File: src/rtl/fabric_fifo_pkg.sv
// Shared width helpers and mode encoding for the fabric FIFO.
// Pointer widths never drop below one bit.
package fabric_fifo_pkg;

  typedef enum logic {
    MODE_FIFO = 1'b0,
    MODE_BYP  = 1'b1
  } mode_e;

  function automatic int ptr_w(input int depth);
    return (depth > 1) ? $clog2(depth) : 1;
  endfunction

  function automatic int cnt_w(input int depth);
    return $clog2(depth + 1);
  endfunction

endpackage

File: src/rtl/fabric_fifo_ptr.sv
// Modulo-DEPTH wrap-around pointer used for FIFO head and tail.
// Advances by one per enabled cycle, wrapping DEPTH-1 back to 0.
module fabric_fifo_ptr #(
  parameter int DEPTH = 1,
  parameter int W     = 1
) (
  input  logic         clk,
  input  logic         rst,
  input  logic         i_adv,
  output logic [W-1:0] o_ptr
);

  localparam logic [W-1:0] LAST = W'(DEPTH - 1);

  logic [W-1:0] r_ptr;

  always_ff @(posedge clk) begin
    if (rst) begin
      r_ptr <= '0;
    end else if (i_adv) begin
      r_ptr <= (r_ptr == LAST) ? '0 : r_ptr + W'(1);
    end
  end

  assign o_ptr = r_ptr;

endmodule

File: src/rtl/fabric_fifo.sv
// Synchronous valid/ready FIFO with registered storage and an optional
// combinational bypass that freezes the stored contents while active.
module fabric_fifo
  import fabric_fifo_pkg::*;
#(
  parameter int DEPTH      = 1,
  parameter int DATA_WIDTH = 32,
  parameter int TAG_WIDTH  = 0,
  parameter int BYPASSABLE = 0
) (
  input  logic                            clk,
  input  logic                            rst,
  input  logic                            in_valid,
  output logic                            in_ready,
  input  logic [DATA_WIDTH+TAG_WIDTH-1:0] in_data,
  output logic                            out_valid,
  input  logic                            out_ready,
  output logic [DATA_WIDTH+TAG_WIDTH-1:0] out_data,
  input  logic [((BYPASSABLE > 1) ? BYPASSABLE : 1)-1:0] cfg_data
);

  localparam int PW    = DATA_WIDTH + TAG_WIDTH;
  localparam int PTR_W = ptr_w(DEPTH);
  localparam int CNT_W = cnt_w(DEPTH);
  localparam logic [CNT_W-1:0] FULL = CNT_W'(DEPTH);

  logic [PW-1:0]    r_mem [DEPTH];
  logic [CNT_W-1:0] r_cnt;
  logic [PTR_W-1:0] w_head;
  logic [PTR_W-1:0] w_tail;
  logic             w_full;
  logic             w_empty;
  logic             w_push;
  logic             w_pop;
  mode_e            w_mode;

  assign w_mode  = ((BYPASSABLE != 0) && cfg_data[0]) ? MODE_BYP
                                                      : MODE_FIFO;
  assign w_full  = (r_cnt == FULL);
  assign w_empty = (r_cnt == '0);

  // Bypass must not move any state, so both strobes are gated by mode.
  assign w_push = in_valid & ~w_full & (w_mode == MODE_FIFO);
  assign w_pop  = out_ready & ~w_empty & (w_mode == MODE_FIFO);

  always_comb begin
    in_ready  = 1'b0;
    out_valid = 1'b0;
    out_data  = r_mem[w_head];
    unique case (w_mode)
      MODE_BYP: begin
        in_ready  = out_ready;
        out_valid = in_valid;
        out_data  = in_data;
      end
      MODE_FIFO: begin
        in_ready  = ~w_full;
        out_valid = ~w_empty;
      end
      default: ;
    endcase
  end

  fabric_fifo_ptr #(
    .DEPTH (DEPTH),
    .W     (PTR_W)
  ) u_head (
    .clk   (clk),
    .rst   (rst),
    .i_adv (w_pop),
    .o_ptr (w_head)
  );

  fabric_fifo_ptr #(
    .DEPTH (DEPTH),
    .W     (PTR_W)
  ) u_tail (
    .clk   (clk),
    .rst   (rst),
    .i_adv (w_push),
    .o_ptr (w_tail)
  );

  always_ff @(posedge clk) begin
    if (rst) begin
      r_cnt <= '0;
    end else begin
      unique case ({w_push, w_pop})
        2'b10:   r_cnt <= r_cnt + CNT_W'(1);
        2'b01:   r_cnt <= r_cnt - CNT_W'(1);
        default: r_cnt <= r_cnt;
      endcase
    end
  end

  always_ff @(posedge clk) begin
    if (w_push) begin
      r_mem[w_tail] <= in_data;
    end
  end

endmodule

File: config.mk
export PLATFORM = sky130hd
export DESIGN_NAME = fabric_fifo
export DESIGN_NICKNAME = d
export VERILOG_FILES = /design/src/rtl/fabric_fifo_pkg.sv /design/src/rtl/fabric_fifo_ptr.sv /design/src/rtl/fabric_fifo.sv
export SDC_FILE = /design/constraint.sdc
export NUM_CORES = 1
export LEC_CHECK = 0
export CAP_MARGIN = 10
export CORE_MARGIN = 10
export CORE_UTILIZATION = 30
export DETAILED_ROUTE_END_ITERATION = 10
export PLACE_DENSITY = 0.74
export SLEW_MARGIN = 20
export SYNTH_ARGS = -nofsm -noshare
export SYNTH_HDL_FRONTEND = slang
export SYNTH_SLANG_ARGS = --single-unit
File: constraint.sdc
create_clock -name clk -period 1.4 [get_ports clk]
set_clock_uncertainty 0.2 [all_clocks]
set_input_delay 0.14 -clock clk [delete_from_list [all_inputs] [get_ports clk]]
set_output_delay 0.14 -clock clk [all_outputs]
set_load 0.02 [all_outputs]
# [Word-level counts from Yosys, hierarchy flattened]
# Memories as Yosys holds them, arrays and structs flattened.
# Index checks and enable logic that the tools add are counted.
[totals] ff_bits=1 ram_bits=32 elab_cells=13 mem_count=1
[classes] addsub=2 eq_ne=2 n_mux=3 bitwise_logic=3 reduce_logical=1
[mem_list] memory="r_mem" depth=1 width=32 read_ports=1 rd_ports_with_merged_regs=0 wr=1 line="fabric_fifo.sv:27" source="logic [PW-1:0] r_mem [DEPTH];"
[ops] cell="bitwise AND 1 bit" count=2
[ops] cell="== test 2 x 1 -> 1 bit, second input constant" count=1
[ops] cell="== test 2 bit, second input constant" count=1
[ops] cell="two-way mux 1 bit" count=2
[ops] cell="one-hot mux 1 bit (2 select lines)" count=1
[ops] cell="nonzero test 2 bit" count=1
[ops] cell="adder 1 bit, second input constant" count=1
[ops] cell="inverter 1 bit" count=1
[ops] cell="subtractor 1 bit, second input constant" count=1

# [Depth between registers and ports, before layout]
# Gate-level depths: netlist of run 1.
[depth] ltp_word=4 ltp_mapped=2

# [Worst setup path after synthesis of run 1]
# No wires, ideal clock.
[synth_path] path_kind="flip-flop to flip-flop" startpoint="reg r_cnt" endpoint="mem r_mem[0][0] (netlist name), enable pin" setup_time_ns=0.374 arrival_time_ns=0.971 setup_slack_ns=-0.145 path_stages_with_launch=2 period_less_slack_ns=1.545 cell_sequence="dfxtp_1 and2b_2"
[synth_between] elab_chain_cells=4
[synth_lines] element="start, declared" line="fabric_fifo.sv:28" source="logic [CNT_W-1:0] r_cnt;"
[synth_lines] element="start signal, assigned" line="fabric_fifo.sv:89" source="2'b10: r_cnt <= r_cnt + CNT_W'(1);"
[synth_lines] element="start signal, assigned" line="fabric_fifo.sv:90" source="2'b01: r_cnt <= r_cnt - CNT_W'(1);"
[synth_lines] element="start signal, assigned" line="fabric_fifo.sv:91" source="default: r_cnt <= r_cnt;"
[synth_lines] element="inverter 1 bit" line="fabric_fifo.sv:43" source="assign w_push = in_valid & ~w_full & (w_mode == MODE_FIFO);"
[synth_lines] element="bitwise AND 1 bit" line="fabric_fifo.sv:43"
[synth_lines] element="net u_tail.i_adv" line="fabric_fifo_ptr.sv:9" source="input logic i_adv,"
[synth_lines] element="two-way mux 1 bit" line="fabric_fifo.sv:97" source="if (w_push) begin"
[synth_lines] element="two-way mux 1 bit (implied by the code)" line="fabric_fifo.sv:98" source="r_mem[w_tail] <= in_data;"
[synth_lines] element="end, declared" line="fabric_fifo.sv:27"
# The timed path passes the listed nets, and every way through them passes these cells.

# [Worst setup path after layout of run 1]
[layout_path] startpoint="mem r_mem[0][11] (netlist name)" endpoint="out out_data[11]"
[layout_between] elab_chain_cells=1
[layout_lines] element="memory read (1 x 32 bit)"
[layout_lines] element="end, declared" line="fabric_fifo.sv:18" source="output logic [DATA_WIDTH+TAG_WIDTH-1:0] out_data,"
# Every way passes these cells.

==> results of run 1 <==
==> registers in the layout, indices dropped and copies added, names as in the netlist <==
register	cells
r_cnt	1
r_mem	32
==> synthesized netlist by cell type (all sizes together) <==
| master | n | share of area [%] |
|---|---|---|
| edfxtp | 32 | 96 |
| a211oi | 1 | 0.75 |
| and2b | 1 | 0.87 |
| dfxtp | 1 | 2.0 |
| inv | 1 | 0.37 |
| nor2 | 1 | 0.37 |
==> per-layer routing <==
layer | share of wire, % | vias up | wire length [um]
met5 | 0 | - | 0
met4 | 0.78 | 0 | 20
met3 | 21 | 2 | 541
met2 | 47 | 52 | 1210
met1 | 31 | 289 | 807
li1 | - | 304 | -
==> power by group <==
group	switching [mW]	internal, mW
clock network	0.326	0.194
logic	0.143	0.154
registers	0.0160	1.15
total	0.484	1.50
==> layout make-up <==
type                    count  area, um^2
fillers                   260        1370
flip-flops and latches     33         982
repair buffers             71         632
well taps                  44        55.1
clock buffers               5        37.5
clock inverters             3        22.5
multi-input cells           3        21.3
inverters                   1        3.75
==> worst paths after layout <==
path                        to  cells after the start
setup / recovery  out_data[11]                      1
hold / removal           r_cnt                      2
setup reg to reg  r_mem[0][27]                      2
hold reg to reg          r_cnt                      1
==> cells by family (layout without fill, tap and decap cells) <==
logic type | Yosys count | in the layout | synth area share (%)
DFF | 33 | 33 | 97.6
and+or+nand+nor | 2 | 2 | 1.25
AOI/OAI and AO/OA | 1 | 1 | 0.747
buffers and inverters | 1 | 80 | 0.373
==> per-stage QoR <==
stage	setup TNS (ps)	worst slack, ps
2_1_floorplan	0	21.1
3_3_place_gp	-1650	-55.9
3_5_place_dp	-2520	-81.9
4_1_cts	0	0.610
5_1_grt	0	1.82
6_report	0	51.1
==> what timing repair did <==
action | CTS | global route
resized for setup | 48 | 41
setup endpoints to repair | 34 | 31
setup buffers | 0 | 0
endpoints found under the hold margin | 0 | 0
hold buffers | 0 | 0
==> summary.md, run 1 <==
| Metric | Value |
|---|---|
| Run status | finished, final reports clean |
| Class of the tightest hold or removal check | primary input to register |
| Clk root buf | clkbuf_4 |
| Share of post-route cells with drive strength above 1 | just under 30% |
| Met2 routing resource usage after global routing | approximately 14% |
| # nets final | 152 |
| Worst vdd rail ir drop | 0.600 mV |
| DR vias/cell | 4.04 |
| Count of buffers inserted at the top-level ports | 69 |
| Grt met1 use | 6.67% |
| Fraction of the cycle the final worst path needs | about 96% |
| Number of primary I/O pins | 71 |
| Wire length of the first global-routing pass | 4070 um |
| Post-synth cell types | 6 |
| GP Congestion | 0.667 |
| TritonCTS Buffers | 5 |
| Worst stage delay on the critical path | approximately 360 ps |
| Hold WS | 132 ps |
| Total instance count after detailed placement | 152 |
| Detailed router's first-iteration violation count | 24 |
| Hold path start | rst |
| Final number of setup-violating endpoints | 0 |
| Yosys synthesis warning count | 0 |
| Final wirelength | between 2000 and 3000 um |
| Crit end category | primary output |
| Via count of the first global-routing pass | 805 |
| Max-capacitance violation count | 0 |
| Horizontal die dimension | 77.9 um |
| Die area | slightly above 6000 um^2 |
| H-tree depth reported by CTS | 2 |
| Most used cells in the layout excluding fill and tap cells | clkdlybuf4s50_1, edfxtp_1, clkbuf_2, clkdlybuf4s15_1, clkbuf_4 |
| Buffer levels on the longest clock path | 2 |
| Initial core utilization | 32.1% |
| Leakage power | 0.652 nW |
| Total vias in the final route | 647 |
| Post-synthesis instance area | between 1000 and 1500 um^2 |
| CTS sink cnt | 33 |
| Clock network latency to the later pin of the worst-skew pair | 320 ps |
| Overflow after GRT | 0 |
| Wirelength per Cell | 16.1 um |
| Core footprint | 3130 um^2 |
| Achievable frequency | 741 MHz |
| Worst setup path category | register to primary output |
| Source of the worst register-to-register timing path | r_cnt |
| Layer carrying the most global-route usage | met2 |
| Worst setup startpoint | r_mem[0][11] |
| Sequential-to-total area share from yosys stat | between 90% and 100% |
| HPWL Detailed | 2180 um |
| Worst slew margin relative to its limit | 85.1% |
| Critical path buffer and inverter count | 1 |
| Arrival time of the worst setup path | 1010 ps |
| Met3 global-route usage | 9.56% |
| Slew at the pin with the worst max-slew slack | about 220 ps |
| Layout Cells excl Fill | 160 |
| Row cnt | 20 |
| Final Hold Vio Count | 0 |
| Final core occ | 56.1% |
| Family with the most delay on the worst path | flip-flops |
| #FFs+latches synth | 33 |
| Critical path fanouts, max | 1 |
| Die span in y | ~78 um |
| Unrepaired setup endpoints after global routing | no |
| Ordered cell list for the critical path | dlygate4sd2_1 |
| GR Util All Layers | 8.96% |
| Total power | 1.99 mW |
| Required time at the endpoint of the critical path | 1060 ps |
| Post-route design area | 1750 um^2 |
| Most common cell after layout, fill and taps aside | clkdlybuf4s50_1 |
| CTS clock-pin slew for the worst setup and hold paths | 110 ps |
| Post-Syn Instances | 37 |
| Area growth from synthesis to final layout | 74.6% |
| DRT antenna net count | 0 |
| Min Clock Period, post-route | between 1000 and 1500 ps |
| Count of final max-slew check failures | 0 |
| Diode count | 0 |
| Total placed instance area | 1790 um^2 |
| DR DRC count | 0 |
| Cell with the biggest individual delay on the critical path | edfxtp_1 |
| Total nets after synthesis | between 70 and 80 |
| PD cells | 1130 nW/um^2 |
| Syn Area/Cell | approximately 27 um^2 |
| Number of antenna violations at the first check in global routing | 0 |
| Kind of launch point of the worst setup path | register |
| TritonCTS clock tree | yes |
| Pre-Repair DR Iteration Count | 3 |
| Largest net degree at the start of global routing | 18 |
| Internal reg-to-reg setup slack | 120 ps |
(Power assumes the default switching activity.)
==> run 2, diff against run 1 <==
--- a/config.mk
+++ b/config.mk
@@ -6,9 +6,11 @@
 export NUM_CORES = 1
 export LEC_CHECK = 0
 export CAP_MARGIN = 10
+export CORE_ASPECT_RATIO = 1.4
 export CORE_MARGIN = 10
 export CORE_UTILIZATION = 30
 export DETAILED_ROUTE_END_ITERATION = 10
+export GPL_ROUTABILITY_DRIVEN = 0
 export PLACE_DENSITY = 0.74
 export SLEW_MARGIN = 20
 export SYNTH_ARGS = -nofsm -noshare
==> summary.md, run 2 (same netlist as run 1, synthesis figures left out) <==
| Metric | Value |
|---|---|
| Total Neg Setup Slack | 0 ps |
| Min Clock Period, post-route | 1340 ps |
| HPWL Detailed | 2190 um |
| Worst setup path category | register to primary output |
| # nets final | roughly 150 |
| Critical path buffer and inverter count | 1 |
| Final Hold Vio Count | 0 |
| Count of final max-slew check failures | 0 |
| Row cnt | 24 |
| Initial core utilization | between 30% and 40% |
| Area growth from synthesis to final layout | 82.4% |
| Clock network latency to the later pin of the worst-skew pair | ~270 ps |
| Largest net degree at the start of global routing | 15 |
| Diode count | 0 |
| Number of antenna violations at the first check in global routing | 0 |
| DR DRC count | 0 |
| H-tree depth reported by CTS | 2 |
| Detailed router's first-iteration violation count | 12 |
| Number of cells on the critical path | 1 |
| Final wirelength | 2520 um |
| Critical path fanouts, max | 1 |
| Hold path start | rst |
| Fraction of the cycle the final worst path needs | 95.4% |
| Worst Reg2Reg Path Length in Cells | 2 |
| Count of buffers added by post-CTS timing repair for setup | 0 |
| Wire length of the first global-routing pass | 3500 um |
| Number of inserted filler cells in the final layout | 301 |
| Worst stage delay on the critical path | 390 ps |
| Run status | finished, final reports clean |
| DRT antenna net count | 0 |
| GR Util All Layers | 8.02% |
| Max-capacitance violation count | 0 |
| Cell with the biggest individual delay on the critical path | edfxtp_1 |
| Share of post-route cells with drive strength above 1 | around a tenth |
| CTS sink cnt | 33 |
| Die area | 6100 um^2 |
| Unrepaired setup endpoints after global routing | no |
| Count of buffers inserted at the top-level ports | a little under 70 |
| Buffer levels on the longest clock path | 2 |
| PD cells | 1150 nW/um^2 |
| Most used cells in the layout excluding fill and tap cells | clkdlybuf4s50_1, dlygate4sd2_1, edfxtp_1, clkbuf_8 |
| Required time at the endpoint of the critical path | roughly 1100 ps |
| Pre-Repair DR Iteration Count | 3 |
| Core footprint | approximately 3200 um^2 |
| Worst setup startpoint | r_mem[0][2] |
| Slew at the pin with the worst max-slew slack | between 200 and 250 ps |
| Most common cell after layout, fill and taps aside | clkdlybuf4s50_1 |
| Ordered cell list for the critical path | dlygate4sd2_1 |
| Kind of launch point of the worst setup path | register |
| Hold WS | between 200 and 250 ps |
| Die span in y | 88.5 um |
| Total vias in the final route | 628 |
| Family with the most delay on the worst path | flip-flops |
| Worst hold stages | 2 |
| Via count of the first global-routing pass | about 680 |
| Clk root buf | clkbuf_8 |
| # hold bufs at CTS | 0 |
| Worst slew margin relative to its limit | 84.6% |
| DR vias/cell | slightly above 4 |
| Source of the worst register-to-register timing path | r_cnt |
| Final number of setup-violating endpoints | 0 |
| Number of primary I/O pins | between 70 and 80 |
| Leading registers by flop count | r_mem x32, r_cnt x1 |
| Wirelength per Cell | roughly 16 um |
| TritonCTS clock tree | yes |
| Arrival time of the worst setup path | 1000 ps |
| Class of the tightest hold or removal check | primary input to register |
| CTS clock-pin slew for the worst setup and hold paths | roughly 60 ps |
| Achievable frequency | 748 MHz |
| TritonCTS Buffers | 5 |
| Largest register FFs | 32 |
| Worst vdd rail ir drop | between 0.8 and 0.9 mV |
| Horizontal die dimension | just under 70 um |
| Crit end category | primary output |
| Overflow after GRT | 0 |
| Leakage power | 0.708 nW |
| Number of cells upsized or downsized after cts | 34 |
| Most flops, register | r_mem |
## run 2: worst paths after layout
kind | endpoint | slack, ps
worst max-delay path | out_data[2] | 60
worst min-delay path | r_cnt | 200
worst max register to register | r_mem[0][11] | 120
worst min register to register | r_cnt | 260
## run 2: layout make-up
| type | instances | area [um^2] | area share (%) |
|---|---|---|---|
| sequential | 33 | 982 | 53.6 |
| timing repair buffer | 72 | 696 | 38.0 |
| clock buffer | 5 | 68.8 | 3.75 |
| tap | 39 | 48.8 | 2.66 |
| multi-input combinational | 3 | 21.3 | 1.16 |
| clock inverter | 3 | 12.5 | 0.683 |
| inverter | 1 | 3.75 | 0.205 |
## run 2: where the power goes
part	switching (mW)	total (mW)	internal (mW)
sequential	0.0145	1.17	1.16
combinational	0.140	0.301	0.161
clock	0.301	0.635	0.333
## run 2: per-layer routing
layer,GRT usage (%),wire length [um],vias up
li1,-,-,301
met1,6.83,790,274
met2,13.7,1290,47
met3,5.44,379,6
met4,3.96,53,0
met5,0,0,-
## run 2: stage by stage
step | utilization, % | instance area, um^2 | worst slack (ps) | power (mW) | std cells
6_report | 57.6 | 1830 | 63.7 | 2.11 | 156
5_1_grt | 57.6 | 1830 | 21.3 | 2.21 | 156
4_1_cts | 57.6 | 1830 | 47.9 | 2.13 | 156
3_5_place_dp | 56.4 | 1790 | -90.8 | 1.54 | 148
3_3_place_gp | 56.4 | 1790 | -68.0 | 1.53 | 148
2_1_floorplan | - | 1010 | 21.1 | 1.30 | 37
